File: src/rtl/fsub_seq.sv
`default_nettype none
// ============================================================================
//  Module      : fsub_seq
//  Description : Multi-cycle FP32 subtractor (a - b), bit-serial align/normalize,
//                truncating, valid/ready on both sides.
//  Revision    : 1.0 - initial release
// ============================================================================
module fsub_seq #(
    parameter int ALIGN_LIMIT = 26
) (
    input  logic        clk,
    input  logic        rst_n,
    input  logic        in_valid,
    output logic        in_ready,
    input  logic [31:0] a,
    input  logic [31:0] b,
    output logic        out_valid,
    input  logic        out_ready,
    output logic [31:0] result,
    output logic        special
);

    typedef enum logic [2:0] {
        S_IDLE  = 3'd0,
        S_ALIGN = 3'd1,
        S_SUB   = 3'd2,
        S_NORM  = 3'd3,
        S_DONE  = 3'd4
    } state_t;

    localparam logic [31:0] c_QNAN = 32'h7FC0_0000;

    state_t      r_state, w_nxt_state;
    logic        r_sa, r_sb, r_sn, r_pend, r_special;
    logic [8:0]  r_ea, r_eb, r_en;
    logic [23:0] r_ma, r_mb, r_mn;
    logic [31:0] r_result;

    logic        w_nxt_sa, w_nxt_sb, w_nxt_sn, w_nxt_pend, w_nxt_special;
    logic [8:0]  w_nxt_ea, w_nxt_eb, w_nxt_en;
    logic [23:0] w_nxt_ma, w_nxt_mb, w_nxt_mn;
    logic [31:0] w_nxt_result;

    // Operand unpack
    logic [7:0]  w_fa, w_fb;
    logic [8:0]  w_ea_u, w_eb_u, w_d;
    logic [23:0] w_ma_u, w_mb_u;
    logic        w_a_ge, w_far, w_is_spc;

    assign w_fa     = a[30:23];
    assign w_fb     = b[30:23];
    assign w_ea_u   = (w_fa == 8'd0) ? 9'd1 : {1'b0, w_fa};
    assign w_eb_u   = (w_fb == 8'd0) ? 9'd1 : {1'b0, w_fb};
    assign w_ma_u   = {(w_fa != 8'd0), a[22:0]};
    assign w_mb_u   = {(w_fb != 8'd0), b[22:0]};
    assign w_a_ge   = (w_ea_u >= w_eb_u);
    assign w_d      = w_a_ge ? (w_ea_u - w_eb_u) : (w_eb_u - w_ea_u);
    assign w_far    = (w_d >= 9'(ALIGN_LIMIT));
    assign w_is_spc = (w_fa == 8'hFF) || (w_fb == 8'hFF);

    // Signed-magnitude add of the aligned mantissas
    logic [24:0] w_add, w_dif, w_mag;
    logic [23:0] w_mag_n;
    logic [8:0]  w_exp_n, w_ea_inc, w_eb_inc;
    logic        w_a_big, w_sgn;

    assign w_ea_inc = r_ea + 9'd1;
    assign w_eb_inc = r_eb + 9'd1;
    assign w_add    = {1'b0, r_ma} + {1'b0, r_mb};
    assign w_a_big  = (r_ma >= r_mb);
    assign w_dif    = w_a_big ? ({1'b0, r_ma} - {1'b0, r_mb})
                              : ({1'b0, r_mb} - {1'b0, r_ma});
    assign w_mag    = (r_sa == r_sb) ? w_add : w_dif;
    assign w_sgn    = (r_sa == r_sb) ? r_sa : (w_a_big ? r_sa : r_sb);
    assign w_mag_n  = w_mag[24] ? w_mag[24:1] : w_mag[23:0];
    assign w_exp_n  = r_ea + {8'd0, w_mag[24]};

    // Normalization step and packing
    logic [23:0] w_mn_sh;
    logic [8:0]  w_en_dec;
    logic        w_norm_ok, w_sh_ok;
    logic [31:0] w_pack_now, w_pack_sh;

    assign w_mn_sh    = {r_mn[22:0], 1'b0};
    assign w_en_dec   = r_en - 9'd1;
    assign w_norm_ok  = r_mn[23] || (r_en == 9'd1);
    assign w_sh_ok    = w_mn_sh[23] || (w_en_dec == 9'd1);
    assign w_pack_now = {r_sn, (r_mn[23] ? r_en[7:0] : 8'd0), r_mn[22:0]};
    assign w_pack_sh  = {r_sn, (w_mn_sh[23] ? w_en_dec[7:0] : 8'd0), w_mn_sh[22:0]};

    always_comb begin
        w_nxt_state   = r_state;
        w_nxt_sa      = r_sa;
        w_nxt_sb      = r_sb;
        w_nxt_sn      = r_sn;
        w_nxt_pend    = r_pend;
        w_nxt_ea      = r_ea;
        w_nxt_eb      = r_eb;
        w_nxt_en      = r_en;
        w_nxt_ma      = r_ma;
        w_nxt_mb      = r_mb;
        w_nxt_mn      = r_mn;
        w_nxt_result  = r_result;
        w_nxt_special = r_special;
        in_ready      = 1'b0;
        out_valid     = 1'b0;

        case (r_state)
            S_IDLE: begin
                in_ready = 1'b1;
                if (in_valid) begin
                    w_nxt_sa    = a[31];
                    w_nxt_sb    = ~b[31];
                    w_nxt_ea    = w_ea_u;
                    w_nxt_eb    = w_eb_u;
                    w_nxt_ma    = w_ma_u;
                    w_nxt_mb    = w_mb_u;
                    w_nxt_pend  = w_is_spc;
                    w_nxt_state = S_ALIGN;
                    if (!w_is_spc && w_far) begin
                        if (w_a_ge) begin
                            w_nxt_mb = 24'd0;
                            w_nxt_eb = w_ea_u;
                        end else begin
                            w_nxt_ma = 24'd0;
                            w_nxt_ea = w_eb_u;
                        end
                    end
                end
            end
            S_ALIGN: begin
                // A NaN/Inf operand spends one cycle here so its latency is one cycle
                if (r_pend) begin
                    w_nxt_result  = c_QNAN;
                    w_nxt_special = 1'b1;
                    w_nxt_state   = S_DONE;
                end else if (r_ea == r_eb) begin
                    w_nxt_state = S_SUB;
                end else if (r_ea < r_eb) begin
                    w_nxt_ma = r_ma >> 1;
                    w_nxt_ea = w_ea_inc;
                    if (w_ea_inc == r_eb) w_nxt_state = S_SUB;
                end else begin
                    w_nxt_mb = r_mb >> 1;
                    w_nxt_eb = w_eb_inc;
                    if (w_eb_inc == r_ea) w_nxt_state = S_SUB;
                end
            end
            S_SUB: begin
                w_nxt_special = 1'b0;
                if (w_exp_n == 9'd255) begin
                    w_nxt_result = {w_sgn, 8'hFF, 23'd0};
                    w_nxt_state  = S_DONE;
                end else if (w_mag == 25'd0) begin
                    w_nxt_result = 32'd0;
                    w_nxt_state  = S_DONE;
                end else begin
                    w_nxt_sn    = w_sgn;
                    w_nxt_en    = w_exp_n;
                    w_nxt_mn    = w_mag_n;
                    w_nxt_state = S_NORM;
                end
            end
            S_NORM: begin
                if (w_norm_ok) begin
                    w_nxt_result = w_pack_now;
                    w_nxt_state  = S_DONE;
                end else begin
                    w_nxt_mn = w_mn_sh;
                    w_nxt_en = w_en_dec;
                    if (w_sh_ok) begin
                        w_nxt_result = w_pack_sh;
                        w_nxt_state  = S_DONE;
                    end
                end
            end
            S_DONE: begin
                out_valid = 1'b1;
                if (out_ready) w_nxt_state = S_IDLE;
            end
            default: w_nxt_state = S_IDLE;
        endcase
    end

    always_ff @(posedge clk or negedge rst_n) begin
        if (!rst_n) begin
            r_state   <= S_IDLE;
            r_sa      <= 1'b0;
            r_sb      <= 1'b0;
            r_sn      <= 1'b0;
            r_pend    <= 1'b0;
            r_ea      <= 9'd0;
            r_eb      <= 9'd0;
            r_en      <= 9'd0;
            r_ma      <= 24'd0;
            r_mb      <= 24'd0;
            r_mn      <= 24'd0;
            r_result  <= 32'd0;
            r_special <= 1'b0;
        end else begin
            r_state   <= w_nxt_state;
            r_sa      <= w_nxt_sa;
            r_sb      <= w_nxt_sb;
            r_sn      <= w_nxt_sn;
            r_pend    <= w_nxt_pend;
            r_ea      <= w_nxt_ea;
            r_eb      <= w_nxt_eb;
            r_en      <= w_nxt_en;
            r_ma      <= w_nxt_ma;
            r_mb      <= w_nxt_mb;
            r_mn      <= w_nxt_mn;
            r_result  <= w_nxt_result;
            r_special <= w_nxt_special;
        end
    end

    assign result  = r_result;
    assign special = r_special;

endmodule
`default_nettype wire

File: config.mk
export PLATFORM = sky130hd
export DESIGN_NAME = fsub_seq
export DESIGN_NICKNAME = d
export VERILOG_FILES = /design/src/rtl/fsub_seq.sv
export SDC_FILE = /design/constraint.sdc
export NUM_CORES = 1
export LEC_CHECK = 0
export BUFFER_PORTS_ARGS = -buffer_cell sky130_fd_sc_hd__buf_4
export CAP_MARGIN = 20
export CORE_MARGIN = 2
export CORE_UTILIZATION = 60
export CTS_CLUSTER_DIAMETER = 50
export DETAILED_ROUTE_END_ITERATION = 7
export PLACE_DENSITY_LB_ADDON = 0.25
export SYNTH_ARGS = -nofsm -noshare
export SYNTH_HDL_FRONTEND = slang
export SYNTH_SLANG_ARGS = --single-unit
File: constraint.sdc
create_clock -name clk -period 12.1 [get_ports clk]
set_input_delay 0.605 -clock clk [delete_from_list [all_inputs] [get_ports clk]]
set_output_delay 0.605 -clock clk [all_outputs]
set_load 0.005 [all_outputs]
==> results.md <==
- Measured against its own limit, the worst slew margin works out to 33.13%.
- Detailed placement finished with a half-perimeter wire length of 29550 um.
- The final routed wirelength across all metal layers is 39550 um.
- The combined area of the multi-input logic cells is 8760 sq um.
- The area overhead of the layout relative to synthesis is 10.88%.
- The number of DRC markers after the initial detailed-route iteration is 1354.
- The clock root buffer master is clkbuf_16.
- For this run, asynchronously set or reset flops after synthesis account for 100.0%.
- The unique cell type count in the Yosys netlist is 81.
- The pin count of the biggest net entering global routing is 79.
- The clock period minus worst slack is 6550 ps.
- The number of gates resized after CTS was 0.
- The worst path arrival time is 6870 ps.
- The Yosys step of the flow raised 0 warnings.
- The portion of the post-synthesis area used by sequential elements is 26.66%.
- The cell with the most instances after synthesis is nand2_1.
- Setup slack on the worst reg-to-reg path comes out at 5550 ps.
- 103 I/O pins were placed.
- The category of the most critical setup path is flop to flop.
- dfrtp_1 takes more of the synthesized area than any other cell.
- The number of global-route vias before repair is 12060.
- The initial antenna violation count is 1.
- For the pin with the worst max-slew slack, the measured transition is 997.1 ps.
- The number of flops mapped to enable cells by yosys is 0.
- In the global route stage, overall resource usage came out at 34.74%.
- After synthesis, the cell types taking the most area are dfrtp_1 (27%), ha_1 (10%), a21oi_1 (6.6%), nand2_1 (5.0%), nor2_1 (5.0%).
- The commonest cells after synthesis are nand2_1 (174), nor2_1 (173), a21oi_1 (171).
- Across the whole layout, storage elements account for 3478 sq um.
- After clock tree synthesis, the clock-pin slew on the worst setup and hold paths is 70 ps.
- The top cell type by area accounts for 26.66% of the synthesized area.
- The number of antenna-violating nets in the routed design is 0.
- STA classifies the critical path endpoint as a flop.
- In the finished design, the share of the clock period the worst path needs comes to 54.13%.
- The data required time at the worst endpoint is 12420 ps.
- The maximum level of the CTS H-tree is 4.
- The number of setup violations in the final report is 0.
- The final hold violation count is 0.
- The number of buffers inserted for hold repair after clock tree synthesis is 0.
- The synthesized area is 13050 sq um.
- The number of rows in the core area is 53.
- At the end of routability-driven placement, the weighted congestion stood at 1.013.
- The per-cell via count in the routed design is 6.445.
- The ratio of cells with drive above 1 in the final layout is 11.71%.
- The layout net count is 1873.
- The first detailed-routing pass ran for 5 iterations.
- The via total after detailed routing is 12780.
- Setup repair after global routing left no endpoint under its margin.
- The port buffer count is 102.
- After detailed routing, the number of remaining DRC violations is 0.
- Derived from the worst setup path, the maximum achievable clock frequency is 152.7 MHz.
- The worst setup path is launched from a flop.
- The wire length per cell is 19.94 um.
- Counting every net in the synthesized netlist gives 1850.
- Fill cells in the final layout number 1792.
- The number of clock buffers added by TritonCTS is 17.
- In the synthesized netlist the dominant register cell turns out to be dfrtp_1.
- The number of maximum-capacitance constraint violations is 0.
- The floorplan step defined a die boundary enclosing 22940 sq um.
- The first global-routing pass estimated 63060 um of wire.
- After synthesis the netlist holds a flip-flop and latch count of 139.
- The die outline width is 151.5 um.
- The number of pins exceeding their max-slew limit in the final report is 0.
- Clock skew on the completed layout was measured at 12.06 ps.
- The clock passes through at most 2 buffers.
- Once the floorplan was initialized, standard cells occupied 61.67% of the core.
- The setup TNS after final layout is 0 ps.
- The number of setup buffers added after CTS is 0.
- The flow ran to the end, and the final reports show no timing, DRC or antenna violations.
- The repair_antennas step left the layout with diodes totalling 0.
- In the synthesized netlist, the number of instances is 1673.
- The overall overflow remaining after global route is 0.
- TritonCTS built the clock tree.
- Each instance of the synthesized netlist takes up on average 7.797 sq um.
- The insertion delay to the later sink of the worst-skew pair is 440 ps.
- The type of the most critical hold path is input pin to async pin.
- The die is 151.5 um tall.
- After floorplanning, the core was sized to cover 21150 sq um.
- The CTS sink count is 139.
- Along the worst path, the maximum fanout reaches 31.
metrics by stage:
stage	cell area (sq um)	setup slack (ps)	util, %	std cells	hold slack, ps
global placement	13870	6044	65.56	1951	471.4
finish	14460	5550	68.37	1983	138.6
floorplan	13050	6338	-	1673	309.4
global route	14460	5068	68.37	1983	192.2
CTS	14440	5655	68.24	1982	163.6
detailed placement	13870	5693	65.56	1951	475.0
sequential cells by signal, indices dropped and copies added (netlist names), 3 cells and up:
register,flops
result,32
r_eb,9
r_ea,9
r_en,9
r_mn,24
r_mb,24
r_state,3
r_ma,24
final cells by class:
| class | instances | area share [%] |
|---|---|---|
| Sequential cell | 139 | 24.05 |
| Multi-Input combinational cell | 1311 | 60.56 |
| Clock inverter | 11 | 0.7612 |
| Timing Repair Buffer | 117 | 6.237 |
| Clock buffer | 20 | 3.157 |
| Inverter | 110 | 2.855 |
| Tap cell | 275 | 2.379 |
path summary, 6_finish.rpt:
check | from | end | cells past startpoint
worst max register to register | r_ma[1] | result[28] | 19
worst min register to register | result[11] | result[11] | 1
worst max-delay path | r_ma[1] | result[28] | 19
min in group clk | b[31] | r_sb | 2
max in group asynchronous | rst_n | r_mb[1] | 3
worst min-delay path | rst_n | result[14] | 1
per-layer routing:
layer / vias up / wire length (um) / GRT usage (%)
met4: 0 / 903 / 10.19
li1: 6016 / - / -
met2: 553 / 17910 / 55.07
met3: 81 / 2990 / 3.862
met1: 6131 / 17740 / 50.10
met5: - / 0 / 0
critical path: stages (launching register included):
cell and delay (ps):
dfrtp_1 430, inv_1 150, ha_1 360, nor2b_1 160
o2111ai_1 350, a211oi_1 180, o31ai_2 820, nand2_1 540
o21ai_0 290, o22a_1 180, buf_4 360, ha_1 250
nand3_1 120, xor2_1 190, or3_1 370, or4_1 600
nand2_1 290, o21ai_2 130, buf_4 290, mux2_1 350
logic make-up after synthesis:
group                      Yosys count  synth area share [%]
AOI/OAI and AO/OA                  514                 25.36
DFF                                139                 26.66
xor gates and xnor gates            65                 4.364
adders and majority gates          109                 10.74
buffers and inverters              223                 6.676
and+or+nand+nor                    535                 18.87
muxes                               88                 7.328
placed cells by master, fill, tap and decap left out, drive strengths merged, types with 17 or more instances in the layout:
| cell type | count |
|---|---|
| nor2 | 175 |
| nor3 | 35 |
| o31ai | 17 |
| nand4 | 29 |
| clkbuf | 20 |
| mux2i | 52 |
| a21o | 19 |
| nor2b | 17 |
| nand3 | 25 |
| o2bb2ai | 25 |
| inv | 115 |
| xnor2 | 47 |
| ha | 104 |
| a21oi | 171 |
| buf | 117 |
| dfrtp | 139 |
| o21ai | 108 |
| nand2 | 174 |
| a211oi | 37 |
| xor2 | 18 |
| mux2 | 36 |
| a31oi | 21 |
Power is left out: the tool's default activity adds up to more than one toggle a clock period on the data nets, which glitch-free logic cannot reach.
